===== config.mk =====
export PLATFORM = sky130hd
export DESIGN_NAME = serial_addsub_flat
export DESIGN_NICKNAME = d
export VERILOG_FILES = /design/src/rtl/serial_addsub_pkg.sv /design/src/rtl/serial_addsub_if.sv /design/src/rtl/serial_bit_cell.sv /design/src/rtl/serial_addsub.sv /design/src/flat_wrapper.sv
export SDC_FILE = /design/constraint.sdc
export NUM_CORES = 1
export LEC_CHECK = 0
export ABC_CLOCK_PERIOD_IN_PS = 3200
export BUFFER_PORTS_ARGS = -buffer_cell sky130_fd_sc_hd__buf_2
export CAP_MARGIN = 20
export CORE_MARGIN = 2
export CORE_UTILIZATION = 43
export CTS_BUF_LIST = sky130_fd_sc_hd__clkbuf_8
export CTS_CLUSTER_SIZE = 14
export DETAILED_ROUTE_END_ITERATION = 10
export PLACE_DENSITY = 0.67
export SLEW_MARGIN = 20
export SYNTH_ARGS = -nofsm -noshare
export SYNTH_HDL_FRONTEND = slang
export SYNTH_SLANG_ARGS = --single-unit
export TNS_END_PERCENT = 50

===== constraint.sdc =====
create_clock -name clk_i -period 3.2 [get_ports clk_i]
set_input_delay 0.64 -clock clk_i [delete_from_list [all_inputs] [get_ports clk_i]]
set_output_delay 0.64 -clock clk_i [all_outputs]
set_load 0.01 [all_outputs]

===== src/rtl/serial_addsub_pkg.sv =====
// Shared definitions for the bit-serial adder/subtractor: FSM states and
// the legal operand width range.
package serial_addsub_pkg;

  typedef enum logic [1:0] {
    ST_IDLE  = 2'd0,
    ST_SHIFT = 2'd1,
    ST_DONE  = 2'd2
  } state_e;

  localparam int unsigned WIDTH_MIN = 2;
  localparam int unsigned WIDTH_MAX = 32;

  function automatic bit width_ok(int unsigned w);
    return (w >= WIDTH_MIN) && (w <= WIDTH_MAX);
  endfunction

endpackage


===== src/rtl/serial_addsub_if.sv =====
// Request/result bundle of serial_addsub; slave is the arithmetic unit,
// master is the requester.
interface serial_addsub_if #(
  parameter int unsigned WIDTH = 8
);
  logic             start_i;
  logic             sub_i;
  logic [WIDTH-1:0] a_i;
  logic [WIDTH-1:0] b_i;
  logic             busy_o;
  logic             done_o;
  logic [WIDTH-1:0] sum_o;
  logic             carry_o;
  logic             overflow_o;
  logic             ser_sum_o;
  logic             ser_valid_o;

  modport slave (
    input  start_i, sub_i, a_i, b_i,
    output busy_o, done_o, sum_o, carry_o, overflow_o, ser_sum_o, ser_valid_o
  );

  modport master (
    output start_i, sub_i, a_i, b_i,
    input  busy_o, done_o, sum_o, carry_o, overflow_o, ser_sum_o, ser_valid_o
  );
endinterface


===== src/rtl/serial_bit_cell.sv =====
// One full-adder cell with a registered carry; the carry is preloaded with
// the subtract flag so that a - b becomes a + ~b + 1.
module serial_bit_cell (
  input  logic clk_i,
  input  logic rst_i,
  input  logic load_i,
  input  logic load_val_i,
  input  logic en_i,
  input  logic a_i,
  input  logic b_i,
  output logic s_o,
  output logic cout_o,
  output logic cin_o
);
  logic carry_q;

  assign cin_o  = carry_q;
  assign s_o    = a_i ^ b_i ^ carry_q;
  assign cout_o = (a_i & b_i) | (a_i & carry_q) | (b_i & carry_q);

  always_ff @(posedge clk_i) begin
    if (rst_i) begin
      carry_q <= 1'b0;
    end else if (load_i) begin
      carry_q <= load_val_i;
    end else if (en_i) begin
      carry_q <= cout_o;
    end
  end
endmodule


===== src/rtl/serial_addsub.sv =====
// Bit-serial adder/subtractor: loads two operands, processes one bit per
// clock LSB first, then presents the parallel result with carry/overflow.
module serial_addsub
  import serial_addsub_pkg::*;
#(
  parameter int unsigned WIDTH = 8
) (
  input  logic           clk_i,
  input  logic           rst_i,
  serial_addsub_if.slave bus
);
  localparam int unsigned   CW   = $clog2(WIDTH);
  localparam logic [CW-1:0] LAST = CW'(WIDTH - 1);

  if (!width_ok(WIDTH)) begin : g_width_bad
    $error("serial_addsub: WIDTH must be within 2..32");
  end

  state_e           state_q, state_d;
  logic [WIDTH-1:0] rega_q, rega_d;
  logic [WIDTH-1:0] regb_q, regb_d;
  logic [WIDTH-1:0] acc_q, acc_d;
  logic [CW-1:0]    cnt_q, cnt_d;
  logic [WIDTH-1:0] sum_q, sum_d;
  logic             carry_q, carry_d;
  logic             ovf_q, ovf_d;

  logic cell_load, cell_en, cell_s, cell_cout, cell_cin;

  serial_bit_cell u_cell (
    .clk_i      (clk_i),
    .rst_i      (rst_i),
    .load_i     (cell_load),
    .load_val_i (bus.sub_i),
    .en_i       (cell_en),
    .a_i        (rega_q[0]),
    .b_i        (regb_q[0]),
    .s_o        (cell_s),
    .cout_o     (cell_cout),
    .cin_o      (cell_cin)
  );

  always_comb begin
    state_d   = state_q;
    rega_d    = rega_q;
    regb_d    = regb_q;
    acc_d     = acc_q;
    cnt_d     = cnt_q;
    sum_d     = sum_q;
    carry_d   = carry_q;
    ovf_d     = ovf_q;
    cell_load = 1'b0;
    cell_en   = 1'b0;
    case (state_q)
      ST_IDLE: begin
        if (bus.start_i) begin
          cell_load = 1'b1;
          rega_d    = bus.a_i;
          regb_d    = bus.sub_i ? ~bus.b_i : bus.b_i;
          cnt_d     = '0;
          state_d   = ST_SHIFT;
        end
      end
      ST_SHIFT: begin
        cell_en = 1'b1;
        rega_d  = rega_q >> 1;
        regb_d  = regb_q >> 1;
        acc_d   = {cell_s, acc_q[WIDTH-1:1]};
        cnt_d   = cnt_q + CW'(1);
        // Results are committed on the last bit so they appear exactly in DONE
        // and stay untouched while a later operation is shifting.
        if (cnt_q == LAST) begin
          sum_d   = {cell_s, acc_q[WIDTH-1:1]};
          carry_d = cell_cout;
          ovf_d   = cell_cin ^ cell_cout;
          state_d = ST_DONE;
        end
      end
      ST_DONE: state_d = ST_IDLE;
      default: state_d = ST_IDLE;
    endcase
  end

  always_ff @(posedge clk_i) begin
    if (rst_i) begin
      state_q <= ST_IDLE;
      rega_q  <= '0;
      regb_q  <= '0;
      acc_q   <= '0;
      cnt_q   <= '0;
      sum_q   <= '0;
      carry_q <= 1'b0;
      ovf_q   <= 1'b0;
    end else begin
      state_q <= state_d;
      rega_q  <= rega_d;
      regb_q  <= regb_d;
      acc_q   <= acc_d;
      cnt_q   <= cnt_d;
      sum_q   <= sum_d;
      carry_q <= carry_d;
      ovf_q   <= ovf_d;
    end
  end

  assign bus.busy_o      = (state_q == ST_SHIFT);
  assign bus.ser_valid_o = (state_q == ST_SHIFT);
  assign bus.ser_sum_o   = (state_q == ST_SHIFT) & cell_s;
  assign bus.done_o      = (state_q == ST_DONE);
  assign bus.sum_o       = sum_q;
  assign bus.carry_o     = carry_q;
  assign bus.overflow_o  = ovf_q;
endmodule


===== src/flat_wrapper.sv =====
// flat-port wrapper written by rule: the top's interface ports become plain ports
module serial_addsub_flat import serial_addsub_pkg::*;
#(
  parameter int unsigned WIDTH = 8
)
  (clk_i, rst_i, bus_start_i, bus_sub_i, bus_a_i, bus_b_i, bus_busy_o, bus_done_o, bus_sum_o, bus_carry_o, bus_overflow_o, bus_ser_sum_o, bus_ser_valid_o);
  serial_addsub_if #(.WIDTH(WIDTH)) bus_i ();
  input  logic clk_i;
  input  logic rst_i;
  input wire logic [$bits(bus_i.start_i)-1:0] bus_start_i;
  input wire logic [$bits(bus_i.sub_i)-1:0] bus_sub_i;
  input wire logic [$bits(bus_i.a_i)-1:0] bus_a_i;
  input wire logic [$bits(bus_i.b_i)-1:0] bus_b_i;
  output wire logic [$bits(bus_i.busy_o)-1:0] bus_busy_o;
  output wire logic [$bits(bus_i.done_o)-1:0] bus_done_o;
  output wire logic [$bits(bus_i.sum_o)-1:0] bus_sum_o;
  output wire logic [$bits(bus_i.carry_o)-1:0] bus_carry_o;
  output wire logic [$bits(bus_i.overflow_o)-1:0] bus_overflow_o;
  output wire logic [$bits(bus_i.ser_sum_o)-1:0] bus_ser_sum_o;
  output wire logic [$bits(bus_i.ser_valid_o)-1:0] bus_ser_valid_o;
  assign bus_i.start_i = bus_start_i;
  assign bus_i.sub_i = bus_sub_i;
  assign bus_i.a_i = bus_a_i;
  assign bus_i.b_i = bus_b_i;
  assign bus_busy_o = bus_i.busy_o;
  assign bus_done_o = bus_i.done_o;
  assign bus_sum_o = bus_i.sum_o;
  assign bus_carry_o = bus_i.carry_o;
  assign bus_overflow_o = bus_i.overflow_o;
  assign bus_ser_sum_o = bus_i.ser_sum_o;
  assign bus_ser_valid_o = bus_i.ser_valid_o;
  serial_addsub #(.WIDTH(WIDTH)) u_core (.clk_i(clk_i), .rst_i(rst_i), .bus(bus_i));
endmodule

==> run_results.csv <==
group,metric,value,unit
clocking,cts-root-buf,"clkbuf_8",
logic_synthesis,synth_enable_flop_cells,0,
drt,ant_nets,0,
critical_path,r2r-start,"u_core.state_q[0]$_SDFFE_PP0P_",
clocking,clkTransAtPathRegs,0.08,ns
global_route,grtUsageTotal,0.1652,
clocking,hold_buffers,0,
power_and_ir_drop,combPwrFrac,0.107,
logic_synthesis,synthTopCellsByCount,"dfxtp_1, nand2_1, a21oi_1",
clocking,cts_tree,"done",
placement,dp_slack,1.028,ns
power_and_ir_drop,netSwitchingPower,251.7,uW
logic_synthesis,ys.warnings.count,0,
critical_path,path_cells,"nand2b_2 > inv_4 > nand2_1 > inv_1 > buf_2",
die,rows,22,
critical_path,r2r_setup_slack,1.50,ns
logic_synthesis,netlist_area,1704,um2
placement,dp_hpwl,2225,um
drt,drt_first_pass_iters,4,
global_route,grt_pass1_vias,1185,
cells_and_area,fin_util,0.5237,
power_and_ir_drop,switching_share,0.2360,
critical_path,crit_path_start_kind,"register",
critical_path,timing.critical_path.slowest_stage_cell,"dfxtp_1",
power_and_ir_drop,peakVddDrop,0.0003470,V
drt,vias_per_cell,5.111,
logic_synthesis,ys_ff_latch,39,
cells_and_area,layout.nets,235,
critical_path,r2r_cells,4,
global_route,antenna_found_initial,0,
clocking,clk_latency,0.29,ns
cells_and_area,drive_gt1_frac,0.2629,
power_and_ir_drop,finalPower,1066,uW
critical_path,r2r-end,"u_core.regb_q[5]$_SDFFE_PP0P_",
logic_synthesis,synthFlopType,"dfxtp_1",
run,drv_cap,0,
hold_path,worstHoldPathType,"reg2reg",
drt,drc,0,
sta,finClkSkew,0.005439,ns
logic_synthesis,yosysTopAreaCell,"dfxtp_1",
clocking,htreeDepth,2,
die,num_io_pins,34,
placement,globalplace.congestion,0.7210,
sta,finalHoldViolations,0,
logic_synthesis,seq_area_frac_synth,0.4581,
cells_and_area,area_growth,15.05,%
critical_path,worstPathRequired,2.56,ns
logic_synthesis,synth_fp_nets,208,
clocking,cts.sinks,39,
drt,num_vias,1334,
logic_synthesis,synth.top_cell.area_share,0.4581,
critical_path,critPathMaxStageDelay,0.69,ns
sta,period_needed,2.508,ns
power_and_ir_drop,p_seq_frac,0.497,
global_route,grt_max_degree,24,
cells_and_area,diodes,0,
logic_synthesis,synth_cells,185,
global_route,grt_pass1_wl,5506,um
cells_and_area,layout.cells.non_filler,261,
sta,setup_tns,0,ns
hold_path,hp-start,"u_core.bus.sum_o[1]$_SDFFE_PP0P_",
sta,fin_crit_sh,0.7836,
logic_synthesis,yosys-top-cells-area,"dfxtp_1, a21oi_1, nand2_1",
power_and_ir_drop,power_frac_clock,0.396,
logic_synthesis,synth_cell_types,30,
die,die_w,66.96,um
drt,drt_iter0_markers,69,
die,coreArea,3744,um2
placement,portBuffers,33,
critical_path,crit_arrival,1.87,ns
die,die_area,4483,um2
logic_synthesis,async_flop_share,0,
critical_path,path_class,"reg2out",
critical_path,worstSetupEndpointType,"output port",
hold_path,min_path_cells,2,
sta,fmax,398.8,MHz
critical_path,crit_path_max_fanout,20,
drt,wirelength,3230,um
clocking,ctsResizeCount,0,
logic_synthesis,syn_area_per_cell,9.212,um2
cells_and_area,nFillCells,378,
global_route,overflow,0,
sta,slew_violations,0,
drt,routedWlPerCell,12.38,um
run_status,status,"complete, no violations",
clocking,cts_inserted_buffers,5,
power_and_ir_drop,p_int,814.7,uW
die,die_y,66.96,um
die,initial_core_util,0.4552,
sta,setup_viol_count_final,0,
power_and_ir_drop,leakagePower,0.0007903,uW
clocking,clockBufferDepth,2,
sta,fin_ws,0.6924,ns
clocking,post_cts_buffers,0,
placement,numPlacedInstances,253,
hold_path,hold_end,"u_core.bus.sum_o[1]$_SDFFE_PP0P_",
logic_synthesis,yosysMostFrequentCell,"dfxtp_1",
sta,worst_pin_slew,0.5781,ns
sta,rsz0062_at_grt,"no",
sta,max_slew_margin,0.6141,
power_and_ir_drop,power_density,543.9,nW/um2
cells in the final DEF, fill, tap and decap left out:
cell type  instances
xnor2_1            8
nand2b_1           2
buf_4              1
xor2_1             1
inv_4              1
o22ai_1            7
dfxtp_1           39
fa_1               1
clkbuf_8           6
nand2_1           32
nor3b_4            1
nand3b_2           1
o22a_1             7
buf_2             33
a221oi_2           1
nand2b_2           1
clkinv_2           1
and3b_1            1
a211oi_2           1
inv_1             10
ha_1               2
bufinv_16          1
o21ai_0            1
a22oi_1           11
a21oi_1           25
mux2i_1            1
o21bai_2           1
nor2_1             8
nor2b_1            1
o221a_2            7
worst max path at each step:
stage,cells past startpoint,from,slack (ns),endpoint
finish,5,u_core.state_q[0]$_SDFFE_PP0P_,0.69,bus_ser_sum_o
global route,5,u_core.state_q[0]$_SDFFE_PP0P_,0.60,bus_ser_sum_o
CTS,5,u_core.state_q[0]$_SDFFE_PP0P_,0.71,bus_ser_sum_o
detailed placement,5,u_core.state_q[0]$_SDFFE_PP0P_,1.03,bus_ser_sum_o
global placement,5,u_core.state_q[0]$_SDFFE_PP0P_,1.08,bus_ser_sum_o
floorplan,3,u_core.rega_q[0]$_SDFFE_PP0P_,1.55,bus_ser_sum_o
kinds of logic after synthesis:
kind of cell	count (synthesis)	share of synthesized area
fa+ha+maj	3	0.02643
mux	1	0.005874
flops	39	0.4582
simple gates	47	0.1270
xor+xnor	9	0.04626
compound gates	61	0.2555
buf+inv	25	0.08076
power by group through the flow:
stage | sequential [uW] | combinational (uW) | clock (uW)
global placement | 540 | 115 | 0
global route | 533 | 130 | 455
finish | 529 | 114 | 422
detailed placement | 540 | 116 | 0
floorplan | 532 | 95.2 | 0
CTS | 529 | 116 | 430
routing by layer:
metal  wire [um]  track usage
met1        1639       0.2207
met2        1335       0.2438
met3         211      0.06250
met4          43      0.05357
met5           0            0
through the flow:
step / hold slack (ns) / instance area, um2
3_3_place_gp: 0.4417 / 1843
3_5_place_dp: 0.4453 / 1843
2_1_floorplan: 0.4321 / 1704
4_1_cts: 0.4560 / 1961
5_1_grt: 0.4682 / 1961
6_report: 0.4539 / 1961
cell type report:
cell class	instances	area (um2)	area share
multi-input combinational	121	785.8	0.4008
clock inverter	2	35.03	0.01787
tap	48	60.06	0.03063
timing repair buffer	34	172.7	0.08807
inverter	11	43.79	0.02234
sequential	39	780.7	0.3982
clock buffer	6	82.58	0.04212
sequential cells by signal (all words and copies together) (netlist names):
name / flops
u_core.bus.sum_o: 8
u_core.bus.carry_o: 1
u_core.bus.overflow_o: 1
u_core.state_q: 2
u_core.rega_q: 8
u_core.acc_q: 7
u_core.regb_q: 8
u_core.cnt_q: 3
u_core.u_cell.cin_o: 1
critical path: cells and delay by family (launching register included):
| family | cells | cell delay [ns] |
|---|---|---|
| buf+inv | 3 | 0.44 |
| flops | 1 | 0.69 |
| simple gates | 2 | 0.44 |
Note: power is estimated with default switching activity, not from simulation.
